## src/rtl/text_pkg.sv

```systemverilog
// Shared text-overlay definitions.
// Used by the character overlay, the channel formatters and the text RAM
// write scheduler. Holds the text RAM geometry and the scheduler state
// encodings.
package text_pkg;

    localparam int unsigned TEXT_ADDR_W = 8;   // 256-entry text RAM
    localparam int unsigned CHAR_W      = 7;   // 7-bit character codes
    localparam int unsigned TEXT_COLS   = 16;
    localparam int unsigned TEXT_ROWS   = 16;

    // Write scheduler states
    localparam logic [1:0] ST_IDLE  = 2'd0;
    localparam logic [1:0] ST_CLEAR = 2'd1;
    localparam logic [1:0] ST_WRITE = 2'd2;

endpackage

```

## src/rtl/rr_arbiter.sv

```systemverilog
// Combinational round-robin arbiter.
// Ports:
//   req - request vector
//   ptr - index where the search starts (highest priority this round)
//   gnt - one-hot grant, all zero when no request is active
//   idx - index of the granted requester (0 when none)
// The search walks upward from ptr modulo NREQ. The pointer register lives
// in the parent.
module rr_arbiter #(
    parameter int unsigned NREQ  = 13,
    parameter int unsigned IDX_W = (NREQ > 1) ? $clog2(NREQ) : 1
) (
    input  logic [NREQ-1:0]  req,
    input  logic [IDX_W-1:0] ptr,
    output logic [NREQ-1:0]  gnt,
    output logic [IDX_W-1:0] idx
);

    logic             found;
    logic [IDX_W-1:0] cand;

    always_comb begin
        gnt   = '0;
        idx   = '0;
        found = 1'b0;
        cand  = '0;
        for (int unsigned i = 0; i < NREQ; i++) begin
            cand = IDX_W'((32'(ptr) + i) % NREQ);
            if (!found && req[cand]) begin
                found     = 1'b1;
                gnt[cand] = 1'b1;
                idx       = cand;
            end
        end
    end

endmodule

```

## src/rtl/text_ram_write_scheduler.sv

```systemverilog
// Text RAM write scheduler.
// Shares the single text RAM write port among NREQ channel formatters and a
// full-screen clear. Writes are issued only while vblnk_in is high.
// Ports:
//   pclk      - pixel clock, rising edge
//   rst       - asynchronous active-low reset
//   vblnk_in  - vertical blanking; a write may happen only when high
//   clr_req   - one-cycle pulse requesting a full-screen clear
//   req       - per-requester request level
//   req_xy    - per-requester start address {row,col}, 8 bits each
//   req_data  - per-requester CHARS character codes, 7 bits each
//   gnt       - one-hot one-cycle acceptance pulse
//   busy      - burst or clear pending/in progress
//   clr_busy  - clear latched and not yet finished
//   wr_en, wr_addr, wr_data - text RAM write port
module text_ram_write_scheduler
    import text_pkg::*;
#(
    parameter int unsigned       NREQ     = 13,
    parameter int unsigned       CHARS    = 4,
    parameter logic [CHAR_W-1:0] CLR_CODE = 7'h20
) (
    input  logic                        pclk,
    input  logic                        rst,
    input  logic                        vblnk_in,
    input  logic                        clr_req,
    input  logic [NREQ-1:0]             req,
    input  logic [NREQ*8-1:0]           req_xy,
    input  logic [NREQ*CHARS*CHAR_W-1:0] req_data,
    output logic [NREQ-1:0]             gnt,
    output logic                        busy,
    output logic                        clr_busy,
    output logic                        wr_en,
    output logic [TEXT_ADDR_W-1:0]      wr_addr,
    output logic [CHAR_W-1:0]           wr_data
);

    localparam int unsigned IDX_W = (NREQ > 1) ? $clog2(NREQ) : 1;
    localparam int unsigned K_W   = (CHARS > 1) ? $clog2(CHARS) : 1;
    localparam logic [K_W-1:0] K_LAST = K_W'(CHARS - 1);

    logic [1:0]               state, state_nxt;
    logic                     clr_pend, pend_nxt;
    logic [IDX_W-1:0]         ptr;
    logic [K_W-1:0]           k;
    logic [TEXT_ADDR_W-1:0]   xy_lat;
    logic [TEXT_ADDR_W-1:0]   clr_addr;
    logic [CHARS*CHAR_W-1:0]  data_lat;
    logic [NREQ-1:0]          arb_gnt;
    logic [IDX_W-1:0]         arb_idx;

    rr_arbiter #(
        .NREQ (NREQ),
        .IDX_W(IDX_W)
    ) u_arb (
        .req(req),
        .ptr(ptr),
        .gnt(arb_gnt),
        .idx(arb_idx)
    );

    // clr_pend already tracks "latched until the last clear write"
    assign clr_busy = clr_pend;

    // Next state and clear-pending; busy is registered from these so that it
    // matches (state != IDLE) | clr_pend in the same cycle.
    always_comb begin
        state_nxt = state;
        pend_nxt  = clr_pend;
        if (clr_req && state != ST_CLEAR)
            pend_nxt = 1'b1;
        case (state)
            ST_IDLE: begin
                if (clr_pend)
                    state_nxt = ST_CLEAR;
                else if (|req)
                    state_nxt = ST_WRITE;
            end
            ST_WRITE: begin
                if (vblnk_in && k == K_LAST)
                    state_nxt = ST_IDLE;
            end
            ST_CLEAR: begin
                if (vblnk_in && clr_addr == '1) begin
                    state_nxt = ST_IDLE;
                    pend_nxt  = 1'b0;
                end
            end
            default: state_nxt = ST_IDLE;
        endcase
    end

    always_ff @(posedge pclk or negedge rst) begin
        if (!rst) begin
            state    <= ST_IDLE;
            clr_pend <= 1'b0;
            busy     <= 1'b0;
            ptr      <= '0;
            k        <= '0;
            xy_lat   <= '0;
            data_lat <= '0;
            clr_addr <= '0;
            gnt      <= '0;
            wr_en    <= 1'b0;
            wr_addr  <= '0;
            wr_data  <= '0;
        end else begin
            state    <= state_nxt;
            clr_pend <= pend_nxt;
            busy     <= (state_nxt != ST_IDLE) | pend_nxt;
            gnt      <= '0;
            wr_en    <= 1'b0;
            case (state)
                ST_IDLE: begin
                    if (clr_pend) begin
                        clr_addr <= '0;
                    end else if (|req) begin
                        gnt      <= arb_gnt;
                        xy_lat   <= req_xy[int'(arb_idx)*8 +: 8];
                        data_lat <= req_data[int'(arb_idx)*CHARS*CHAR_W +: CHARS*CHAR_W];
                        k        <= '0;
                        ptr      <= (32'(arb_idx) == NREQ - 1) ? '0 : arb_idx + 1'b1;
                    end
                end
                ST_WRITE: begin
                    if (vblnk_in) begin
                        wr_en   <= 1'b1;
                        wr_addr <= xy_lat + TEXT_ADDR_W'(k);
                        wr_data <= data_lat[int'(k)*CHAR_W +: CHAR_W];
                        k       <= k + 1'b1;
                    end
                end
                ST_CLEAR: begin
                    if (vblnk_in) begin
                        wr_en    <= 1'b1;
                        wr_addr  <= clr_addr;
                        wr_data  <= CLR_CODE;
                        clr_addr <= clr_addr + 1'b1;
                    end
                end
                default: ;
            endcase
        end
    end

endmodule
```

## config.mk

```make
export PLATFORM = sky130hd
export DESIGN_NAME = text_ram_write_scheduler
export DESIGN_NICKNAME = d
export VERILOG_FILES = /design/src/rtl/text_pkg.sv /design/src/rtl/rr_arbiter.sv /design/src/rtl/text_ram_write_scheduler.sv
export SDC_FILE = /design/constraint.sdc
export NUM_CORES = 1
export LEC_CHECK = 0
export BUFFER_PORTS_ARGS = -buffer_cell sky130_fd_sc_hd__buf_2
export CORE_MARGIN = 2
export CORE_UTILIZATION = 30
export DETAILED_ROUTE_END_ITERATION = 10
export PLACE_DENSITY = 0.54
export SETUP_SLACK_MARGIN = 0.5
export SYNTH_ARGS = -nofsm -noshare
export SYNTH_HDL_FRONTEND = slang
export SYNTH_HIERARCHICAL = 1
export SYNTH_SLANG_ARGS = --single-unit
export TNS_END_PERCENT = 10
```

## constraint.sdc

```tcl
create_clock -name pclk -period 12.65 [get_ports pclk]
set_input_delay 0.6325 -clock pclk [delete_from_list [all_inputs] [get_ports pclk]]
set_output_delay 0.6325 -clock pclk [all_outputs]
set_load 0.02 [all_outputs]
```

==> results.md, run 1 <==
- The run finished with clean final reports.
- CTS built an H-tree with a depth of 3.
- Yosys attributes the largest share of cell area to mux4_2 (13%), dfrtp_1 (12%), mux2i_1 (6.3%), ha_1 (5.0%), nand2_1 (4.2%).
- Across the routed clock network, the largest skew measured is 0.0122 ns.
- The height of the chip is 244 µm.
- Across the run, the number of max-cap violations was 0.
- The count of clock tree sinks is 83.
- The cell seen most often among critical-path stages is ha_1.
- The number of resized instances in the post-cts repair step is 0.
- TritonCTS built the clock tree.
- After detailed routing, the number of remaining DRC violations is 0.
- The site row count is 87.
- The buffer cell driving the clock tree root is clkbuf_16.
- The maximum buffer depth of the clock tree is 2.
- STA classifies the critical path endpoint as a flop.
- The worst max-slew margin expressed relative to the limit is 0.188.
- The endpoint arrival time on the critical path is 10.16 ns.
- The number of distinct standard cells referenced by the synthesized netlist is 109.
- In the final routed layout, each cell accounts on average for 29.8 µm.
- Post-CTS timing repair inserted 0 buffers for setup.
- The post-route minimum period is 9.90 ns.
- The element type at the critical path start is a flop.
- The number of buffers inserted during clock tree synthesis is 9.
- The most frequent cell after synthesis is nand2_1.
- Of the cells placed in the final design, the portion with a size suffix greater than 1 is 0.304.
- Along the worst path, the maximum fanout reaches 56.
- The placer's final routability congestion estimate is 1.07.
- The startpoint of the worst-slack reg-to-reg timing path is ptr[1]$_DFFE_PN0P_.
- The die covers 59300 µm².
- The number of enable flip-flop cells after synthesis is 0.
- The final layout net count is 3103.
- Counting flops with an async set or reset pin after synthesis yields a share of 1.00.
- For this block, the initial DRC count from the detailed router was 2260.
- The tightest min-delay check is of the in -> async type.
- In the synthesized netlist the dominant register cell turns out to be dfrtp_1.
- The share of the yosys chip area belonging to registers is 0.121.
- At the later pin of the worst-skew pair, clock insertion delay measures 0.37 ns.
- The largest net degree at the start of global routing is 71.
- The initial antenna violation count is 29.
- The number of hold violations in the final report is 0.
- The final number of setup-violating endpoints is 0.
- The final hold slack is 0.198 ns.
- The setup TNS after final layout is 0 ns.
- The commonest cells after synthesis are nand2_1 (193), nor2_1 (156), a21oi_1 (110), mux2i_1 (109), o21ai_0 (102).
- In this run, synthesis produced a sequential element count of 83.
- The cell type with the largest total area after synthesis is mux4_2.
- The most critical setup path has its startpoint at ptr[1]$_DFFE_PN0P_.
- The first-pass GRT wire length is 139 mm.
- The final count of pins violating max slew is 0.
- After detailed routing, the number of vias per cell comes to 6.20.
- Of the post-synthesis cell area, the dominant cell type holds 0.128.
- Relative to the synthesized area, the layout overhead comes to 19.9%.
- The post-synthesis instance area is 17200 µm².
- Setup repair after global routing left no endpoint under its margin.
- After detailed routing, the total wire length is 99.1 mm.
- The synthesis warning total is 6.
- The via count of the first global-routing pass was 19600.
- The slew at the pin with the worst max-slew slack is 1.22 ns.
- The number of I/O port buffers is 515.
- In this run the remaining antenna-violating nets after routing total 0.
- The data required time of the worst path is 12.91 ns.
- The setup path with the least slack is of type reg -> reg.
- The die boundary width is 244 µm.
- The net count of the mapped netlist is 2719.
- In the finished design, the share of the clock period the worst path needs comes to 0.783.
- The number of buffers added to fix hold violations after cts is 0.
- For this design, the slowest cell found on the critical path is ha_1.
- The synthesized instance count is 2164.
- The peak clock frequency supported by timing is 101 MHz.
- After global routing the overflow that remains totals 0.
- Across every metal layer, demand over resource in global routing totals 0.321.
- For this design the top-level I/O count stands at 516.
- For this run, the detailed router's first-pass iteration total came to 6.
- The starting density of the core is 0.304.
- Dividing the synthesized area by the synthesized cell count gives 7.95 µm².
- The HPWL after detailed placement is 82.0 mm.
- The core outline area is 56600 µm².
- The clock transition time at the flip-flop clock pins of the worst setup and hold paths is 0.07 ns.
- The largest single stage delay on the critical path is 0.74 ns.
- The via count of the routed design is 20600.
## critical path: cells and delay by family (launching register included)
kind	cells	cell delay, ns
AND/OR/NAND/NOR	9	2.97
AO/OA/AOI/OAI	10	2.93
adder cells (fa/ha/maj)	3	1.24
buffers and inverters	5	1.14
XOR/XNOR	2	0.67
multiplexers	1	0.38
flip-flops	1	0.37
## routing by layer
metal	wire (µm)	vias up	GRT usage
li1	-	9170	-
met4	4770	16	0.143
met1	41400	10200	0.428
met2	45000	1081	0.505
met3	7660	142	0.0614
met5	148	-	0
## through the flow
step	cell area [µm²]	util	std cells	worst slack (ns)
floorplan	17200	-	2164	3.08
global placement	20300	0.358	3293	3.10
detailed placement	20300	0.358	3293	2.91
CTS	20600	0.364	3309	2.83
global route	20600	0.365	3323	2.09
finish	20600	0.365	3324	2.75
## cell families after synthesis
family	count (synthesis)	synth area share
buf+inv	259	0.0654
compound gates	662	0.273
mux	253	0.222
simple gates	779	0.236
fa+ha+maj	70	0.0513
xor+xnor	58	0.0324
flops	83	0.121
## sequential cells by signal, indices dropped and copies added, names as in the netlist, 2 cells and up
name / count
wr_addr: 8
gnt: 13
state: 2
clr_addr: 8
wr_data: 7
k: 2
xy_lat: 8
data_lat: 28
ptr: 4
## cells in the final DEF, fill, tap and decap left out, types with 13 or more instances in the layout
cell,count
a31oi_1,36
a311oi_1,22
o211ai_1,20
o21ai_0,102
diode_2,15
a221oi_1,14
nor3_1,52
dfrtp_1,82
o21a_1,13
nand2b_1,33
mux2_2,46
mux2i_1,108
o32ai_1,18
nand2_1,193
inv_1,70
ha_1,69
buf_4,36
nor2b_1,49
nor2_1,155
and3_1,16
a21o_1,32
nand3_1,70
o31ai_1,17
and2_1,27
o2111ai_1,16
o22ai_1,50
buf_2,514
nor4_1,22
nand3b_1,41
a211oi_1,44
a21oi_1,109
xnor2_1,41
nand4_1,26
mux4_2,98
or3_1,18
## path summary, 6_finish.rpt
check | end | slack (ns) | cells after the start
min | wr_addr[4]$_DFFE_PN0P_ | 0.20 | 1
max | data_lat[22]$_DFFE_PN0P_ | 2.75 | 30
min reg2reg | wr_addr[4]$_DFFE_PN0P_ | 0.48 | 2
max reg2reg | data_lat[22]$_DFFE_PN0P_ | 2.75 | 30
min in group pclk | wr_addr[4]$_DFFE_PN0P_ | 0.48 | 2
max in group asynchronous | ptr[0]$_DFFE_PN0P_ | 11.25 | 2
## area by class of cell
cell class | count | area (µm²)
clock buffers | 9 | 225
flip-flops and latches | 83 | 2080
well taps | 756 | 946
inverters | 79 | 297
fillers | 6102 | 36000
multi-input cells | 1822 | 14000
clock inverters | 7 | 105
diodes | 15 | 37.5
repair buffers | 553 | 2900
Power of run 1 is left out: the tool's default activity adds up to more than one toggle a clock period on the data nets, which glitch-free logic cannot reach.
==> inputs of run 2 (changes only) <==
PLACE_DENSITY = 0.56   (was 0.54)
clock period = 8.46 ns   (was 12.65 ns; I/O delays follow)
==> run 2 against run 1 <==
Effect of this change:
- non-clock buffer count increased by 170
- die area unchanged
- cell area increased by 7.5%
- worst hold slack improved by 0.13 ns
- maximum frequency increased by 28%
- critical path type unchanged
- critical endpoint is now data_lat[21]$_DFFE_PN0P_
- largest cell class unchanged
==> results.md, run 2 (synthesis gave the netlist of run 1 again) <==
- The floorplan die area is 59300 µm².
- The count of nets left with antenna violations once routing finished came out at 0.
- Dividing the detail-routed via count by the number of cells gives 6.19.
- The via count of the first global-routing pass is 20500.
- The average wire per cell in the routed design is 29.7 µm.
- The final layout net count is 3273.
- The buffer cell driving the clock tree root is clkbuf_16.
- The H-tree level count is 3.
- In this run the top signal layer used is met5.
- The peak clock frequency supported by timing is 129 MHz.
- The largest registers in the layout are data_lat (28), gnt (13).
- Registers take 2080 µm².
- The highest fanout seen on the critical path is 33.
- Clock skew on the completed layout was measured at 0.00795 ns.
- The first-pass GRT wire length is 145 mm.
- The pre-antenna-repair detailed-routing pass consisted of 7 iterations.
- The area used by multi-input combinational logic is 14200 µm².
- The count of routing violations after the opening detailed-route iteration is 2166.
- During I/O placement, the number of pins put on the boundary was 516.
- The initial antenna violation count is 14.
- Detailed routing placed a total of 8.55 mm of wire on met3.
- For the pin with the worst max-slew slack, the measured transition is 1.14 ns.
- The most common library cell in the layout ignoring fill and taps is buf_2.
- The wire length on met1 is 42.0 mm.
- The max-capacitance violation count is 0.
- The starting density of the core is 0.304.
- Of the available clock period, the critical path in the final layout requires 0.915.
- The data required time of the worst path is 8.71 ns.
- From synthesis to final layout, the design area changed by 28.9%.
- At the end of routability-driven placement, the weighted congestion stood at 1.07.
- The number of I/O port buffers is 515.
- After detailed routing, the met2 layer carries 45.9 mm of wire.
- The number of hold violations in the final report came to 0.
- Setup repair after global routing left no endpoint under its margin.
- The register with the most flip-flops in the layout has 28 of them.
- The worst hold path was traced through 3 stages.
- The clock passes through at most 2 buffers.
- The total wire length after detailed routing is 104 mm.
- The final count of pins violating max slew is 0.
- Measured along the y axis, the die boundary spans 244 µm.
- The die boundary width is 244 µm.
- The kind of path behind the tightest hold check is in -> reg.
- Summing over every cut layer, the via total after detailed routing is 21600.
- Headroom to the max-slew limit came out at 0.242.
- The library cells used most frequently in the layout, excluding fill and tap cells, are buf_2 (514), nand2_1 (193), buf_4 (190), nor2_1 (154).
- The post-route minimum period is 7.74 ns.
- The critical path start-end classification is reg -> reg.
- After detailed routing, the number of remaining DRC violations is 0.
- The setup TNS after final layout is 0 ns.
- Across every metal layer, demand over resource in global routing totals 0.333.
- The clock transition time at the flip-flop clock pins of the worst setup and hold paths is 0.07 ns.
- The site row count is 87.
- The largest net degree at the start of global routing is 69.
- The worst register-to-register path has a depth of 26.
- The worst setup path is captured at a flop.
- STA puts the critical path data arrival time at 8.00 ns.
- The fill cell instance count of the final layout is 5995.
- The core region is 56600 µm².
- The HPWL after detailed placement is 85.8 mm.
- Setup violations remaining at the end of the flow were counted as 0.
- The count of clock tree sinks is 83.
- Counting the buffers created by CTS gives 9.
- The overall overflow remaining after global route is 0.
- The register bank with the most flops is data_lat.
- The worst setup path is launched from a flop.
- The share of layout cells above drive strength 1 is 0.355.
- At the later pin of the worst-skew pair, clock insertion delay measures 0.37 ns.
- TritonCTS built the clock tree.
- The flow ran to the end, and the final reports show no timing, DRC or antenna violations.
==> run 2: area by class of cell <==
type / count / area share
clock buffers: 10 / 0.0108
repair buffers: 723 / 0.195
inverters: 79 / 0.0138
well taps: 756 / 0.0426
diodes: 7 / 0.000789
clock inverters: 6 / 0.00327
flip-flops and latches: 83 / 0.0938
multi-input cells: 1822 / 0.640
==> run 2: per-stage QoR <==
stage / hold WS (ns) / instances / setup slack (ns) / cell area [µm²] / utilization
2_1_floorplan: 0.127 / 2164 / 0.510 / 17400 / -
3_3_place_gp: 0.383 / 3456 / 0.533 / 21700 / 0.383
3_5_place_dp: 0.389 / 3456 / 0.406 / 21700 / 0.383
4_1_cts: 0.318 / 3473 / 0.544 / 22000 / 0.389
5_1_grt: 0.380 / 3484 / 0.519 / 22200 / 0.392
6_report: 0.325 / 3486 / 0.719 / 22200 / 0.392
==> run 2: metal layers <==
layer / up-vias / global-route usage
met5: - / 0
li1: 9490 / -
met4: 10 / 0.193
met1: 10600 / 0.434
met2: 1244 / 0.513
met3: 218 / 0.0632
==> run 2: critical path: stages, from the launching register on <==
cell       delay, ns
dfrtp_1         0.43
buf_8           0.21
ha_2            0.28
buf_4           0.23
a21oi_1         0.89
inv_1           0.11
ha_1            0.33
nor2_1          0.09
o211ai_1        0.09
nor2_1          0.51
a21oi_1         0.28
o21ai_0         0.24
a32o_1          0.24
a21bo_2         0.24
and4_1          0.24
or4b_4          0.60
or3_4           0.43
o32ai_2         0.21
nor3_1          0.11
a21oi_4         0.18
buf_12          0.21
buf_12          0.25
mux2i_1         0.24
nor2_1          0.07
a31oi_2         0.28
o2111ai_1       0.35
o211a_1         0.23
==> run 2: timing repair <==
action                                  in CTS  in global routing
setup buffers                                0                  6
hold buffers                                 1                  0
pin swaps                                    0                  3
gates resized for setup                      1                 27
endpoints found under the setup margin       2                 39
endpoints found under the hold margin       28                  0
==> run 2: final timing paths <==
kind                                       endpoint                    start  slack (ns)
max                        data_lat[21]$_DFFE_PN0P_       ptr[2]$_DFFE_PN0P_        0.72
min                              clr_busy$_DFF_PN0_                  clr_req        0.33
max reg2reg                data_lat[21]$_DFFE_PN0P_       ptr[2]$_DFFE_PN0P_        0.72
min reg2reg                 data_lat[9]$_DFFE_PN0P_  data_lat[9]$_DFFE_PN0P_        0.48
max in group asynchronous        ptr[0]$_DFFE_PN0P_                      rst        6.74
min in group asynchronous    wr_addr[3]$_DFFE_PN0P_                      rst        0.54
Power of run 2 is left out for the same reason.
